==> src/rtl/tempsens_pkg.sv <==
`timescale 1ns/1ps
// Shared definitions for the temperature-sensor calibration LUT: default sizes,
// loader FSM states and the power-on LUT contents the sensor also starts from.
package tempsens_pkg;

  localparam int DEF_N_VDAC = 6;
  localparam int DEF_N_LUT  = 6;

  typedef enum logic [1:0] {
    IDLE     = 2'd0,
    SHIFT_LO = 2'd1,
    SHIFT_HI = 2'd2,
    FINISH   = 2'd3
  } loader_state_e;

  // Entries past 31 read as zero so deeper LUT variants still get a defined image.
  function automatic logic [5:0] lutPreload(input int idx);
    logic [5:0] val;
    val = 6'd0;
    case (idx)
      12: val = 6'd47;
      13: val = 6'd45;
      14: val = 6'd42;
      15: val = 6'd38;
      16: val = 6'd34;
      17: val = 6'd30;
      18: val = 6'd27;
      19: val = 6'd23;
      20: val = 6'd19;
      21: val = 6'd15;
      22: val = 6'd10;
      23: val = 6'd5;
      default: val = (idx >= 0 && idx < 12) ? 6'd49 : 6'd0;
    endcase
    return val;
  endfunction

endpackage

==> src/rtl/cal_bit_timer.sv <==
`timescale 1ns/1ps
// Phase divider for the calibration serial clock: pulses phase_end_o on the
// last clk cycle of every CLK_DIV-cycle phase while enabled.
module cal_bit_timer #(
  parameter int CLK_DIV = 4
) (
  input  logic clk_i,
  input  logic reset_n_i,
  input  logic en_i,
  output logic phase_end_o
);

  localparam int DW = (CLK_DIV > 1) ? $clog2(CLK_DIV) : 1;

  logic [DW-1:0] div_q, div_d;

  assign phase_end_o = en_i && (div_q == DW'(CLK_DIV - 1));

  // Restarting from zero when disabled keeps every phase exactly CLK_DIV long.
  always_comb begin
    div_d = div_q;
    if (!en_i || phase_end_o) begin
      div_d = '0;
    end else begin
      div_d = div_q + 1'b1;
    end
  end

  always_ff @(posedge clk_i or negedge reset_n_i) begin
    if (!reset_n_i) begin
      div_q <= '0;
    end else begin
      div_q <= div_d;
    end
  end

endmodule

==> src/rtl/cal_lut_loader.sv <==
`timescale 1ns/1ps
// Host-side loader for the sensor calibration LUT: keeps a local image, accepts
// entry writes while idle and shifts the whole image out MSB-first, entry 31 first.
module cal_lut_loader
  import tempsens_pkg::*;
#(
  parameter int N_VDAC  = DEF_N_VDAC,
  parameter int N_LUT   = DEF_N_LUT,
  parameter int CLK_DIV = 4
) (
  input  logic              clk,
  input  logic              reset_n,
  input  logic              wr_valid,
  output logic              wr_ready,
  input  logic [N_VDAC-2:0] wr_addr,
  input  logic [N_LUT-1:0]  wr_data,
  input  logic              start,
  input  logic              cal_req,
  output logic              busy,
  output logic              done,
  output logic              cal_clk,
  output logic              cal_dat,
  output logic              cal_ena
);

  localparam int AW   = N_VDAC - 1;
  localparam int NENT = 1 << AW;
  localparam int NB   = NENT * N_LUT;
  localparam int BW   = $clog2(NB);
  localparam int PW   = (N_LUT > 1) ? $clog2(N_LUT) : 1;

  loader_state_e    state_q, state_d;
  logic [BW-1:0]    bitIdx_q, bitIdx_d;
  logic [AW-1:0]    entIdx_q, entIdx_d;
  logic [PW-1:0]    bitPos_q, bitPos_d;
  logic             loaded_q, loaded_d;
  logic             calEna_q;
  logic [N_LUT-1:0] lut_q [NENT];
  logic             wrFire;
  logic             timerEn;
  logic             phaseEnd;

  cal_bit_timer #(.CLK_DIV(CLK_DIV)) u_timer (
    .clk_i       (clk),
    .reset_n_i   (reset_n),
    .en_i        (timerEn),
    .phase_end_o (phaseEnd)
  );

  assign wr_ready = (state_q == IDLE);
  assign wrFire   = wr_valid && wr_ready;
  assign busy     = (state_q != IDLE);
  assign done     = (state_q == FINISH);
  assign cal_clk  = (state_q == SHIFT_HI);
  assign cal_dat  = ((state_q == SHIFT_LO) || (state_q == SHIFT_HI)) ? lut_q[entIdx_q][bitPos_q] : 1'b0;
  assign cal_ena  = calEna_q;

  // Entry/bit-position counters walk the image so no divide-by-N_LUT is needed.
  always_comb begin
    state_d  = state_q;
    bitIdx_d = bitIdx_q;
    entIdx_d = entIdx_q;
    bitPos_d = bitPos_q;
    loaded_d = loaded_q;
    timerEn  = 1'b0;
    case (state_q)
      IDLE: begin
        if (start) begin
          state_d  = SHIFT_LO;
          bitIdx_d = '0;
          entIdx_d = AW'(NENT - 1);
          bitPos_d = PW'(N_LUT - 1);
          loaded_d = 1'b0;
        end
      end
      SHIFT_LO: begin
        timerEn = 1'b1;
        if (phaseEnd) state_d = SHIFT_HI;
      end
      SHIFT_HI: begin
        timerEn = 1'b1;
        if (phaseEnd) begin
          if (bitIdx_q == BW'(NB - 1)) begin
            state_d = FINISH;
          end else begin
            state_d  = SHIFT_LO;
            bitIdx_d = bitIdx_q + 1'b1;
            if (bitPos_q == '0) begin
              bitPos_d = PW'(N_LUT - 1);
              entIdx_d = entIdx_q - 1'b1;
            end else begin
              bitPos_d = bitPos_q - 1'b1;
            end
          end
        end
      end
      FINISH: begin
        state_d  = IDLE;
        loaded_d = 1'b1;
      end
      default: state_d = IDLE;
    endcase
  end

  always_ff @(posedge clk or negedge reset_n) begin
    if (!reset_n) begin
      state_q  <= IDLE;
      bitIdx_q <= '0;
      entIdx_q <= '0;
      bitPos_q <= '0;
      loaded_q <= 1'b0;
      calEna_q <= 1'b0;
    end else begin
      state_q  <= state_d;
      bitIdx_q <= bitIdx_d;
      entIdx_q <= entIdx_d;
      bitPos_q <= bitPos_d;
      loaded_q <= loaded_d;
      calEna_q <= cal_req && loaded_q && (state_q == IDLE);
    end
  end

  always_ff @(posedge clk or negedge reset_n) begin
    if (!reset_n) begin
      for (int i = 0; i < NENT; i++) begin
        lut_q[i] <= N_LUT'(lutPreload(i));
      end
    end else if (wrFire) begin
      lut_q[wr_addr] <= wr_data;
    end
  end

endmodule

==> config.mk <==
export PLATFORM = sky130hd
export DESIGN_NAME = cal_lut_loader
export DESIGN_NICKNAME = d
export VERILOG_FILES = /design/src/rtl/tempsens_pkg.sv /design/src/rtl/cal_bit_timer.sv /design/src/rtl/cal_lut_loader.sv
export SDC_FILE = /design/constraint.sdc
export NUM_CORES = 1
export LEC_CHECK = 0
export ABC_AREA = 1
export BUFFER_PORTS_ARGS = -buffer_cell sky130_fd_sc_hd__buf_2
export CAP_MARGIN = 20
export CORE_ASPECT_RATIO = 0.9
export CORE_MARGIN = 10
export CORE_UTILIZATION = 50
export DETAILED_ROUTE_END_ITERATION = 7
export GPL_ROUTABILITY_DRIVEN = 0
export PLACE_DENSITY = 0.66
export SYNTH_ARGS = -nofsm -noshare
export SYNTH_HDL_FRONTEND = slang
export SYNTH_SLANG_ARGS = --single-unit
==> constraint.sdc <==
create_clock -name clk -period 2.4 [get_ports clk]
set_clock_uncertainty 0.1 [all_clocks]
set_input_delay 0.24 -clock clk [delete_from_list [all_inputs] [get_ports clk]]
set_output_delay 0.24 -clock clk [all_outputs]
set_load 0.1 [all_outputs]
==> flow_summary.yaml <==
die:
  rows: 49
  die_h_microns: 156
  die_w_microns: 171
  dieArea_sq_um: 26700
  initial_utilization_pct: 51.0
  coreArea_sq_um: 20100
  ios: 22
cells_and_area:
  antennaDiodeCount: 0
  layout_common_cells: "nand2_1 (380), o21ai_0 (188), dfrtp_1 (137), nand3_1 (95), inv_1 (92)"
  synthToLayoutAreaGrowth_pct: 15.8
  drive_gt1_share_pct: 17.7
  mostFrequentLayoutCell: "nand2_1"
  fin_util_pct: 59.1
  num-nets-final: 1311
pwr:
  power.total_w: 0.0156
  worst_ir_drop_vdd_uv: 588
  power_density_nw_per_um2: 1310
  p_leak_nw: 5.29
clock_network:
  path_clk_slew_ns: 0.07
  tritoncts: "built"
  cts.htree.levels: 1
  root_buffer: "clkbuf_16"
  cts_buffers: 23
  clock_sinks: 214
  clk_path_buf_depth: 3
  insertion_delay_ns: 0.52
placed_design:
  post-dp-hpwl_mm: 18.0
  portBuffers: 21
timing:
  fmax_ghz: 0.333
  fin_crit_sh_pct: 125
  setup_ws_ns: -0.605
  tightest_slew_ns: 0.601
  slew_viol_final: 0
  setup_viol: 1
  slew_headroom_pct: 59.6
  timing_hold_violations_final: 0
  post-route-min-period_ns: 3.00
  rsz0062_at_grt: "yes"
synthesis:
  syn_area_per_cell_sq_um: 8.04
  syn_nets: 1299
  ys_types: 34
  syn-instance-count: 1276
  synth-seq-cells: 214
  ys_warn_count: 0
  synth_area_sq_um: 10300
  yosysSeqAreaShare_pct: 53.1
routing:
  ant_nets: 0
  wl_per_cell_microns: 18.7
  drc: 0
  drtIter0Drc: 1159
  via_per_inst: 5.66
  drt-pass1-iter-count: 5
  vias: 8833
  wirelength_mm: 29.1
worst_setup_path:
  critPathCaptureType: "output port"
  crit_fanout: 11
  reg2reg_from: "state_q[0]"
  worstSetupPathType: "flop to output port"
  r2r-end: "entIdx_q[0]"
  critPathCapture: "cal_dat"
  critPathLaunch: "entIdx_q[0]"
  r2r_setup_slack_ns: 0.20
  critPathArrivalTime_ns: 2.66
  crit_required_ns: 2.06
  r2r_cells: 13
  startpoint_type: "flop"
global_routing:
  grt_max_degree: 56
  grt_antenna_before_repair: 0
  grt_use_total_pct: 21.7
  grt-ovfl-total: 0
  grt_pass1_wl_mm: 46.6
  grt_pass1_vias: 8291
run_status:
  failed_checks: "negative setup slack"
  status: "complete, but fails checks"
hold_path:
  hold_path.class: "input port to async pin"
run:
  max_cap_violations: 0
## cells in the mapped netlist
library cell / number / area [sq um]
nand2_1: 380 / 1430
o21ai_0: 189 / 946
dfrtp_1: 138 / 3450
nand3_1: 112 / 561
inv_1: 93 / 349
dfstp_2: 76 / 2000
clkbuf_1: 62 / 233
o21ai_1: 49 / 245
nor2_1: 47 / 176
o211ai_1: 20 / 150
buf_2: 17 / 85.1
o22ai_1: 15 / 93.8
or2_2: 15 / 93.8
nor3_1: 12 / 60.1
buf_4: 9 / 67.6
a21oi_1: 8 / 40.0
ha_1: 7 / 87.6
inv_2: 4 / 15.0
nor3_2: 4 / 40.0
xor2_1: 3 / 26.3
clkinv_1: 2 / 7.51
nand4_1: 2 / 12.5
a211oi_1: 1 / 7.51
a21o_1: 1 / 7.51
a22o_1: 1 / 8.76
a31o_2: 1 / 8.76
and2_4: 1 / 8.76
buf_1: 1 / 3.75
nand2_2: 1 / 6.26
nand2_4: 1 / 11.3
nor2_4: 1 / 11.3
nor3b_1: 1 / 7.51
o21ai_2: 1 / 8.76
xnor2_1: 1 / 8.76
## power breakdown
part / switching, W / internal (W)
Combinational: 0.00392 / 0.00247
Clock: 0.00146 / 0.00211
Sequential: 0.000733 / 0.00491
## cell type report
type | count | area, sq um
clock buffers | 34 | 617
clock inverters | 8 | 121
fillers | 1809 | 8220
inverters | 99 | 379
multi-input cells | 875 | 4190
flip-flops and latches | 214 | 5450
well taps | 255 | 319
repair buffers | 75 | 807
## through the flow
| step | setup slack (ns) | setup TNS (ns) | instances | hold slack, ns | area [sq um] |
|---|---|---|---|---|---|
| floorplan | 0.0215 | 0 | 1276 | -0.156 | 10300 |
| global placement | -0.0297 | -0.0297 | 1505 | 0.143 | 10800 |
| detailed placement | -0.0304 | -0.0304 | 1505 | 0.146 | 10800 |
| CTS | -0.543 | -0.543 | 1552 | 0.178 | 11700 |
| global route | -0.703 | -0.709 | 1560 | 0.200 | 11900 |
| finish | -0.605 | -0.605 | 1560 | 0.168 | 11900 |
## sequential cells by signal (all words and copies together), names as in the netlist
signal / count
cal_ena: 1
bitIdx_q: 8
entIdx_q: 5
state_q: 2
loaded_q: 1
u_timer.div_q: 2
bitPos_q: 3
lut_q: 192
## critical path, cell delays in order (launching register included)
cell and delay [ns]:
dfrtp_4 0.60, inv_6 0.13, buf_12 0.13, buf_4 0.13, nor2_1 0.04, o22ai_1 0.22
nand2_1 0.09, nand3_1 0.09, nand3_1 0.10, nand3_1 0.10, nand3_2 0.09, a21oi_4 0.22
buf_12 0.20
## logic make-up (layout without fill, tap and decap cells)
logic type / count (synthesis) / count (layout) / share of synthesized area (%)
AOI/OAI and AO/OA: 286 / 287 / 14.8
xor gates and xnor gates: 4 / 4 / 0.341
and+or+nand+nor: 577 / 577 / 23.5
DFF: 214 / 214 / 53.1
buffers and inverters: 188 / 216 / 7.41
adders and majority gates: 7 / 7 / 0.853
## worst min-delay path by stage
stage / to
after floorplan: bitIdx_q[0]
after global placement: lut_q[182]
after detailed placement: lut_q[175]
after CTS: lut_q[141]
after global routing: lut_q[141]
final: lut_q[123]
## routing by layer
| layer | track usage, % | vias up | wire length, microns |
|---|---|---|---|
| met3 | 4.20 | 52 | 2460 |
| li1 | - | 4190 | - |
| met1 | 31.8 | 4219 | 13200 |
| met4 | 5.38 | 0 | 649 |
| met2 | 32.1 | 372 | 12800 |
| met5 | 0 | - | 0 |
## timing repair
item                                    in CTS  in global routing
setup buffers                                0                  3
endpoints found under the setup margin       1                  7
hold buffers                                 3                  0
resized for setup                            4                 24
endpoints found under the hold margin       53                  0
gates cloned                                 2                  5
pin swaps                                    1                 16
Note: power is estimated with default switching activity, not from simulation.
